--- config.mk ---
export PLATFORM = sky130hd
export DESIGN_NAME = id_ex_issue
export DESIGN_NICKNAME = d
export VERILOG_FILES = /design/src/rtl/id_ex_issue_pkg.sv /design/src/rtl/id_ex_issue_operand_forward.sv /design/src/rtl/id_ex_issue.sv
export SDC_FILE = /design/constraint.sdc
export NUM_CORES = 1
export LEC_CHECK = 0
export CAP_MARGIN = 10
export CORE_AREA = 5 5 137 139
export DETAILED_ROUTE_END_ITERATION = 6
export DIE_AREA = 0 0 142 144
export SETUP_SLACK_MARGIN = 0.1
export SYNTH_ARGS = -nofsm -noshare
export SYNTH_HDL_FRONTEND = slang
export SYNTH_SLANG_ARGS = --single-unit
--- constraint.sdc ---
create_clock -name clk -period 4.3 [get_ports clk]
set_clock_uncertainty 0.1 [all_clocks]
set_input_delay 0.86 -clock clk [delete_from_list [all_inputs] [get_ports clk]]
set_output_delay 0.86 -clock clk [all_outputs]
set_load 0.02 [all_outputs]
--- src/rtl/id_ex_issue_pkg.sv ---
// Shared op encodings, EX control bundle and the per-edge action selector
// for the ID->EX issue register.
package id_ex_issue_pkg;
  localparam int OP_HIGH_W = 3;
  localparam int OP_LOW_W  = 8;

  localparam logic [OP_HIGH_W-1:0] EX_OP_HIGH_NOP   = 3'd0;
  localparam logic [OP_HIGH_W-1:0] EX_OP_HIGH_LOGIC = 3'd1;

  localparam logic [OP_LOW_W-1:0] EX_LOGIC_AND = 8'h01;
  localparam logic [OP_LOW_W-1:0] EX_LOGIC_OR  = 8'h02;
  localparam logic [OP_LOW_W-1:0] EX_LOGIC_XOR = 8'h03;
  localparam logic [OP_LOW_W-1:0] EX_LOGIC_NOR = 8'h04;

  typedef struct packed {
    logic                 alu_enable;
    logic [OP_HIGH_W-1:0] op_high;
    logic [OP_LOW_W-1:0]  op_low;
    logic                 write_enable;
    logic                 is_load;
  } ex_ctrl_t;

  localparam ex_ctrl_t EX_CTRL_BUBBLE = '0;

  typedef enum logic [2:0] {
    ACT_ISSUE  = 3'd0,
    ACT_IDLE   = 3'd1,
    ACT_HAZARD = 3'd2,
    ACT_FLUSH  = 3'd3,
    ACT_HOLD   = 3'd4
  } issue_act_e;

  // Reset is handled separately by the register bank; this orders the rest.
  function automatic issue_act_e select_action(input logic stall_in,
                                               input logic flush,
                                               input logic hazard,
                                               input logic valid);
    if (stall_in)    return ACT_HOLD;
    else if (flush)  return ACT_FLUSH;
    else if (hazard) return ACT_HAZARD;
    else if (!valid) return ACT_IDLE;
    else             return ACT_ISSUE;
  endfunction
endpackage

--- src/rtl/id_ex_issue_operand_forward.sv ---
// Combinational operand forwarder: resolves one source operand against the
// EX and MEM write-back ports and reports which stage matched.
module id_ex_issue_operand_forward
  import id_ex_issue_pkg::*;
#(
  parameter int WORD_W     = 32,
  parameter int REG_ADDR_W = 5
) (
  input  logic                  read,
  input  logic [REG_ADDR_W-1:0] addr,
  input  logic [WORD_W-1:0]     id_value,
  input  logic                  ex_write_enable,
  input  logic [REG_ADDR_W-1:0] ex_write_addr,
  input  logic                  ex_is_load,
  input  logic [WORD_W-1:0]     ex_result,
  input  logic                  mem_write_enable,
  input  logic [REG_ADDR_W-1:0] mem_write_addr,
  input  logic [WORD_W-1:0]     mem_result,
  output logic [WORD_W-1:0]     value,
  output logic                  ex_hit,
  output logic                  mem_hit
);
  logic active;

  // r0 is hard-wired zero, so it never takes part in a dependency.
  assign active  = read && (addr != '0);
  assign ex_hit  = active && ex_write_enable && (ex_write_addr == addr);
  assign mem_hit = active && mem_write_enable && (mem_write_addr == addr);

  // A load in EX has no data yet; its consumer falls through to MEM and the
  // hazard logic upstream bubbles it anyway.
  always_comb begin
    value = id_value;
    if (ex_hit && !ex_is_load) begin
      value = ex_result;
    end else if (mem_hit) begin
      value = mem_result;
    end
  end
endmodule

--- src/rtl/id_ex_issue.sv ---
// ID->EX pipeline register: captures decoded instructions with forwarded
// operands, inserts load-use bubbles and counts them.
module id_ex_issue
  import id_ex_issue_pkg::*;
#(
  parameter int WORD_W     = 32,
  parameter int REG_ADDR_W = 5,
  parameter int FWD_EN     = 1,
  parameter int CNT_W      = 16
) (
  input  logic                  clk,
  input  logic                  rst,
  input  logic                  idValid,
  input  logic                  idAluEnable,
  input  logic [OP_HIGH_W-1:0]  idOpHigh,
  input  logic [OP_LOW_W-1:0]   idOpLow,
  input  logic [WORD_W-1:0]     idSrcLeft,
  input  logic [WORD_W-1:0]     idSrcRight,
  input  logic                  idRsRead,
  input  logic                  idRtRead,
  input  logic [REG_ADDR_W-1:0] idRsAddr,
  input  logic [REG_ADDR_W-1:0] idRtAddr,
  input  logic                  idWriteEnable,
  input  logic [REG_ADDR_W-1:0] idWriteAddr,
  input  logic                  idIsLoad,
  input  logic [WORD_W-1:0]     exResult,
  input  logic                  memWriteEnable,
  input  logic [REG_ADDR_W-1:0] memWriteAddr,
  input  logic [WORD_W-1:0]     memResult,
  input  logic                  stallIn,
  input  logic                  flush,
  output logic                  exAluEnable,
  output logic [OP_HIGH_W-1:0]  exOpHigh,
  output logic [OP_LOW_W-1:0]   exOpLow,
  output logic [WORD_W-1:0]     exSrcLeft,
  output logic [WORD_W-1:0]     exSrcRight,
  output logic                  exWriteEnable,
  output logic [REG_ADDR_W-1:0] exWriteAddr,
  output logic                  exIsLoad,
  output logic                  stallReq,
  output logic [CNT_W-1:0]      bubbleCount
);
  ex_ctrl_t                ctrl_q;
  ex_ctrl_t                id_ctrl;
  logic [REG_ADDR_W-1:0]   waddr_q;
  logic [WORD_W-1:0]       left_q;
  logic [WORD_W-1:0]       right_q;
  logic [CNT_W-1:0]        count_q;

  logic [WORD_W-1:0]       left_fwd;
  logic [WORD_W-1:0]       right_fwd;
  logic [WORD_W-1:0]       src_left;
  logic [WORD_W-1:0]       src_right;
  logic                    left_ex_hit;
  logic                    left_mem_hit;
  logic                    right_ex_hit;
  logic                    right_mem_hit;
  logic                    load_use;
  logic                    raw_any;
  logic                    hazard;
  issue_act_e              act;

  id_ex_issue_operand_forward #(
    .WORD_W(WORD_W), .REG_ADDR_W(REG_ADDR_W)
  ) u_fwd_left (
    .read(idRsRead), .addr(idRsAddr), .id_value(idSrcLeft),
    .ex_write_enable(ctrl_q.write_enable), .ex_write_addr(waddr_q),
    .ex_is_load(ctrl_q.is_load), .ex_result(exResult),
    .mem_write_enable(memWriteEnable), .mem_write_addr(memWriteAddr),
    .mem_result(memResult),
    .value(left_fwd), .ex_hit(left_ex_hit), .mem_hit(left_mem_hit)
  );

  id_ex_issue_operand_forward #(
    .WORD_W(WORD_W), .REG_ADDR_W(REG_ADDR_W)
  ) u_fwd_right (
    .read(idRtRead), .addr(idRtAddr), .id_value(idSrcRight),
    .ex_write_enable(ctrl_q.write_enable), .ex_write_addr(waddr_q),
    .ex_is_load(ctrl_q.is_load), .ex_result(exResult),
    .mem_write_enable(memWriteEnable), .mem_write_addr(memWriteAddr),
    .mem_result(memResult),
    .value(right_fwd), .ex_hit(right_ex_hit), .mem_hit(right_mem_hit)
  );

  // Without forwarding every RAW match against EX or MEM must be waited out.
  assign load_use  = idValid && ctrl_q.is_load && (left_ex_hit || right_ex_hit);
  assign raw_any   = idValid && (left_ex_hit || left_mem_hit || right_ex_hit || right_mem_hit);
  assign hazard    = (FWD_EN != 0) ? load_use : raw_any;
  assign src_left  = (FWD_EN != 0) ? left_fwd  : idSrcLeft;
  assign src_right = (FWD_EN != 0) ? right_fwd : idSrcRight;

  assign act      = select_action(stallIn, flush, hazard, idValid);
  assign stallReq = !rst && (stallIn || (hazard && !flush));

  assign id_ctrl = '{alu_enable:   idAluEnable,
                     op_high:      idOpHigh,
                     op_low:       idOpLow,
                     write_enable: idWriteEnable,
                     is_load:      idIsLoad};

  always_ff @(posedge clk) begin
    if (rst) begin
      ctrl_q  <= EX_CTRL_BUBBLE;
      waddr_q <= '0;
      left_q  <= '0;
      right_q <= '0;
      count_q <= '0;
    end else begin
      case (act)
        ACT_HOLD: begin
        end
        ACT_ISSUE: begin
          ctrl_q  <= id_ctrl;
          waddr_q <= idWriteAddr;
          left_q  <= src_left;
          right_q <= src_right;
        end
        default: begin
          ctrl_q  <= EX_CTRL_BUBBLE;
          waddr_q <= '0;
          left_q  <= '0;
          right_q <= '0;
          if (act == ACT_HAZARD && count_q != '1) begin
            count_q <= count_q + CNT_W'(1);
          end
        end
      endcase
    end
  end

  assign exAluEnable   = ctrl_q.alu_enable;
  assign exOpHigh      = ctrl_q.op_high;
  assign exOpLow       = ctrl_q.op_low;
  assign exWriteEnable = ctrl_q.write_enable;
  assign exIsLoad      = ctrl_q.is_load;
  assign exWriteAddr   = waddr_q;
  assign exSrcLeft     = left_q;
  assign exSrcRight    = right_q;
  assign bubbleCount   = count_q;
endmodule

== Word-level counts from Yosys, hierarchy flattened ==
Index checks and enable logic that the tools add are counted.
W data, S select, Z words.
Word-level totals
  flip-flop bits (word level): 99
  latch bits: 0
  memory bits (writable): 0
  bits in read-only memories: 0
  output and inout port bits: 100
  word-level logic and storage cells: 57
  memories: 0
Operators by class
  $add $sub $neg: 1
  multiply operators: 0
  divide/modulo/power cells: 0
  $lt $le $gt $ge: 0
  eq/ne operators: 7
  shift-type cells: 0
  multiplexer cells: 12
  bitwise operators: 1
  reductions and logical operators: 27
Operators with widths (number)
  $mux W32: 4
  $pmux W32 S2: 2
  $pmux W14 S2: 1
  $eq A5 B5 Y1: 4
  $logic_and A1 B1 Y1: 17
  $add A16 B1 Y16 const B: 1
  $ne A16 B16 Y1 const B: 1
  $pmux W5 S2: 1
  $reduce_bool A5 Y1: 2
  $mux W2: 2
  $eq A3 B2 Y1 const B: 1
  $eq A3 B3 Y1 const B: 1
  $logic_not A1 Y1: 3
  $logic_not A3 Y1: 1
  $mux W3: 1
  $logic_or A1 B1 Y1: 2
  $reduce_and A2 Y1: 1
  $reduce_or A2 Y1: 1
  $mux W1: 1
  $not A1 Y1: 1

== Longest topological paths before layout ==
  depth in word-level cells: 13
  mapped depth: 9
  depth with buffers taken out: 6

== Hierarchy ==
From an unflattened synthesis, not the netlist that was laid out.
Second synthesis, totals
  cell total of the unflattened synthesis: 639
  area, all modules: 5332.6 µm²
Modules (own cells, without submodules)
  id_ex_issue: times used 1, cells an instance 385, area each 3601.0 µm²
  id_ex_issue_operand_forward: times used 2, cells an instance 127, area each 865.8 µm²

== Least setup slack after synthesis ==
OpenSTA, ideal clock, no wires.
  path type: in2out
  start: input port idRtAddr[0]
  end: output port stallReq
  arrival time: 2.352 ns
  slack: 0.988 ns
  cell stages on the path: 7
  path buffers: 1
  cells stage by stage: or4_1 o21a_1 and4_4 buf_6 o211a_1 a31oi_1 nor2_1
Between the ends
  cells in the longest elaborated chain, start to end: 9
  elaborated cells on any way between the ends: 10
  those cells by class: eq/ne: 1; reduce/logical: 9
RTL lines
  start: declaration: RTL line id_ex_issue.sv:22  | input logic [REG_ADDR_W-1:0] idRtAddr,
  $reduce_bool A5 Y1: RTL line id_ex_issue_operand_forward.sv:26  | assign active = read && (addr != '0);
  $logic_and A1 B1 Y1: RTL line id_ex_issue_operand_forward.sv:26
  $logic_and A1 B1 Y1: RTL line id_ex_issue_operand_forward.sv:27  | assign ex_hit = active && ex_write_enable && (ex_write_addr == addr);
  $logic_and A1 B1 Y1 (*): RTL line id_ex_issue_operand_forward.sv:27
  $logic_or A1 B1 Y1 (*): RTL line id_ex_issue.sv:86  | assign load_use = idValid && ctrl_q.is_load && (left_ex_hit || right_ex_hit);
  $logic_and A1 B1 Y1 (*): RTL line id_ex_issue.sv:86
  $logic_and A1 B1 Y1 (*): RTL line id_ex_issue.sv:93  | assign stallReq = !rst && (stallIn || (hazard && !flush));
  $logic_or A1 B1 Y1 (*): RTL line id_ex_issue.sv:93
  $logic_and A1 B1 Y1 (*): RTL line id_ex_issue.sv:93
  end: declaration: RTL line id_ex_issue.sv:40  | output logic stallReq,
Mark *: on every way between the ends. The rest lies on a longest branch, timed or not.

== Worst setup path in the final report ==
  start: input port idRtAddr[3]
  end: output port stallReq
The elaborated chain is that of the path after synthesis.

==> results.py <==
metrics = {
    "status": {
        "run_status": "complete, no violations",
    },
    "finish": {
        "area_delta_synth_final_pct": 64.01,
        "fin_area_mm2": 0.008406,
        "n_antenna_cell": 0,
        "fillers": 1675,
        "fin_nets": 1014,
        "layout_commonest_cell": "clkdlybuf4s50_1",
        "multiInputGateArea_mm2": 0.002917,
        "final_cell_mix": "clkdlybuf4s50_1, dfxtp_1, nand2_1",
        "drive_above_1_share_pct": 8.757,
        "seq_area_mm2": 0.001982,
    },
    "detailed_routing": {
        "drc": 0,
        "drt_iter0_drc": 289,
        "vias": 5393,
        "antenna_left": 0,
        "avgRoutedWirePerCell_um": 19.19,
        "totalWireLength_um": 20610,
        "dr.pass1.iters": 4,
        "vias_per_cell": 5.021,
    },
    "grt": {
        "grt_use_total_pct": 19.02,
        "antenna_found_initial": 0,
        "grt_max_degree": 65,
        "gr-total-overflow": 0,
        "grt_pass1_wl_um": 30800,
        "grt_pass1_vias": 5473,
    },
    "hold_path": {
        "hold_path.class": "reg2reg",
    },
    "clock_tree": {
        "postCtsHoldBufs": 0,
        "cts_resized": 1,
        "clkLatencyLatePin_ns": 0.34,
        "htree_levels": 3,
        "clk_transition_reported_paths_ns": 0.06,
        "cts_inserted_buffers": 9,
        "post_cts_buffers": 0,
        "cts_tree": "done",
        "root_buffer": "clkbuf_16",
        "max-clock-path-buffers": 2,
        "cts_sinks": 99,
    },
    "synthesis": {
        "ys.flop_type": "dfxtp_1",
        "synth_edf_count": 0,
        "ys_seq_area_share_pct": 38.67,
        "ys_seq_elements": 99,
        "syn-instance-count": 591,
        "syn_avg_cell_area_um2": 8.672,
        "synth_fp_nets": 762,
        "synth-async-reset-ratio_pct": 0,
        "synth_cell_types": 42,
        "ys.warnings.count": 0,
        "synth_area_mm2": 0.005125,
    },
    "timing": {
        "fmax_mhz": 250.8,
        "slew_viol_final": 0,
        "tns_ns": 0,
        "worst_hold_slack_ns": 0.3505,
        "period_share_pct": 92.71,
        "tightestPinTransition_ns": 0.9454,
        "final-setup-viol-count": 0,
        "period_needed_ns": 3.987,
        "worst_slack_ns": 0.3134,
        "finalHoldViolCount": 0,
        "grt_setup_unrepaired": "false",
        "max_slew_margin_pct": 36.97,
    },
    "critical_path": {
        "r2r_setup_slack_ns": 1.51,
        "timing.critical_path.required_ns": 3.34,
        "endpoint_kind": "output port",
        "crit_arrival_ns": 3.03,
        "crit_path_max_incr_delay_ns": 0.51,
        "crit_chain": "clkdlybuf4s50_1, or4_1, o21a_1, and4_4, o211a_1, a31oi_1, nor2_1, dlygate4sd2_1",
        "critPathMaxFanout": 2,
        "crit_slowest_cell": "or4_1",
        "crit_type": "in2out",
        "crit_path_start_kind": "input pin",
    },
    "power_and_ir_drop": {
        "ir_worst_vdd_v": 0.0002042,
        "cellPowerDensity_mw_per_mm2": 264.4,
        "cellLeakagePower_nw": 2.928,
        "power_mw": 2.222,
    },
    "placement": {
        "dpl_cell_area_mm2": 0.008088,
        "globalplace.congestion": 0.8946,
        "preCtsSetupSlack_ns": 0.06532,
        "portBuffers": 269,
        "place_hpwl_um": 15150,
    },
    "die": {
        "die_h_um": 144,
        "die_w_um": 142,
        "rows": 49,
        "io_pins": 270,
        "dieArea_mm2": 0.02045,
        "core_mm2": 0.01753,
        "start_util_pct": 29.23,
    },
    "flow_run": {
        "max_cap_viol_count": 0,
    },
}
-- critical path, delay by kind of cell --
family	cells	cell delay [ns]
AOI/OAI and AO/OA	3	0.65
and+or+nand+nor	3	0.76
buffers and inverters	2	0.76
-- metrics by stage --
step	util, %	instances
floorplan	-	591
global placement	46.13	1061
detailed placement	46.13	1061
CTS	47.94	1074
global route	47.94	1074
finish	47.94	1074
-- logic make-up (layout without fill, tap and decap cells) --
group	count (synthesis)	after routing	share of synthesized area, %
AND/OR/NAND/NOR	202	202	19.02
AO/OA/AOI/OAI	148	148	20.07
buffers and inverters	54	308	4.712
flip-flops	99	99	38.67
XOR/XNOR	21	21	3.589
multiplexers	66	66	13.70
adder cells (fa/ha/maj)	1	1	0.2441
-- where the power goes --
group	total, mW	switching, mW	internal (mW)
Sequential	0.948	0.0121	0.936
Clock	0.909	0.349	0.560
Combinational	0.366	0.140	0.226
Total	2.22	0.500	1.72
-- worst paths after layout --
kind                                                   end  cells after the start                        start
worst min-delay path            exSrcLeft[10]$_SDFFE_PP0P_                      2   exSrcLeft[10]$_SDFFE_PP0P_
worst max-delay path                              stallReq                      8                  idRtAddr[3]
worst min register to register  exSrcLeft[10]$_SDFFE_PP0P_                      2   exSrcLeft[10]$_SDFFE_PP0P_
worst max register to register  exSrcLeft[15]$_SDFFE_PP0P_                      8  exWriteAddr[0]$_SDFFE_PP0P_
-- metal layers --
layer	part of all wire [%]	vias to the layer above	global-route usage, %	routed length [um]
met5	0	-	0	0
met1	41	2550	22.64	8455
met3	6.2	29	4.762	1284
li1	-	2627	-	-
met4	2.8	0	6.717	585
met2	50	187	33.32	10280
-- synth_stat cells (2+ instances only) --
cell type | instances | area [um^2]
dfxtp_1 | 99 | 1982
nand2_1 | 69 | 259.0
nor2_1 | 58 | 217.7
o31ai_1 | 37 | 277.8
clkbuf_1 | 34 | 127.6
nor2b_1 | 34 | 212.7
mux2_2 | 33 | 371.6
mux2i_1 | 33 | 330.3
a211oi_1 | 32 | 240.2
o21ai_0 | 30 | 150.1
a32oi_1 | 19 | 166.4
xor2_1 | 15 | 131.4
a21oi_1 | 13 | 65.06
o21ai_1 | 8 | 40.04
buf_2 | 7 | 35.03
nand3_1 | 7 | 35.03
or4_1 | 7 | 52.55
inv_1 | 6 | 22.52
or3_1 | 6 | 37.54
xnor2_1 | 6 | 52.55
nor4_1 | 5 | 31.28
buf_6 | 4 | 45.04
and4_1 | 3 | 26.28
buf_1 | 3 | 11.26
and2_1 | 2 | 12.51
and3_1 | 2 | 12.51
nand4_1 | 2 | 12.51
nor3_1 | 2 | 10.01
o21a_1 | 2 | 15.01
-- final cells by class --
type / instances / share of cell area (%)
repair buffers: 289 / 34.25
flip-flops and latches: 99 / 23.58
multi-input cells: 438 / 34.70
clock buffers: 10 / 2.724
inverters: 6 / 0.2679
clock inverters: 3 / 1.072
well taps: 229 / 3.409
-- sequential cells by signal, indices dropped and copies added, names as in the netlist --
signal,count
exSrcRight,32
exIsLoad,1
exOpLow,8
exWriteAddr,5
exWriteEnable,1
bubbleCount,16
exAluEnable,1
exOpHigh,3
exSrcLeft,32
No activity file was read; power rests on OpenSTA's default activity.
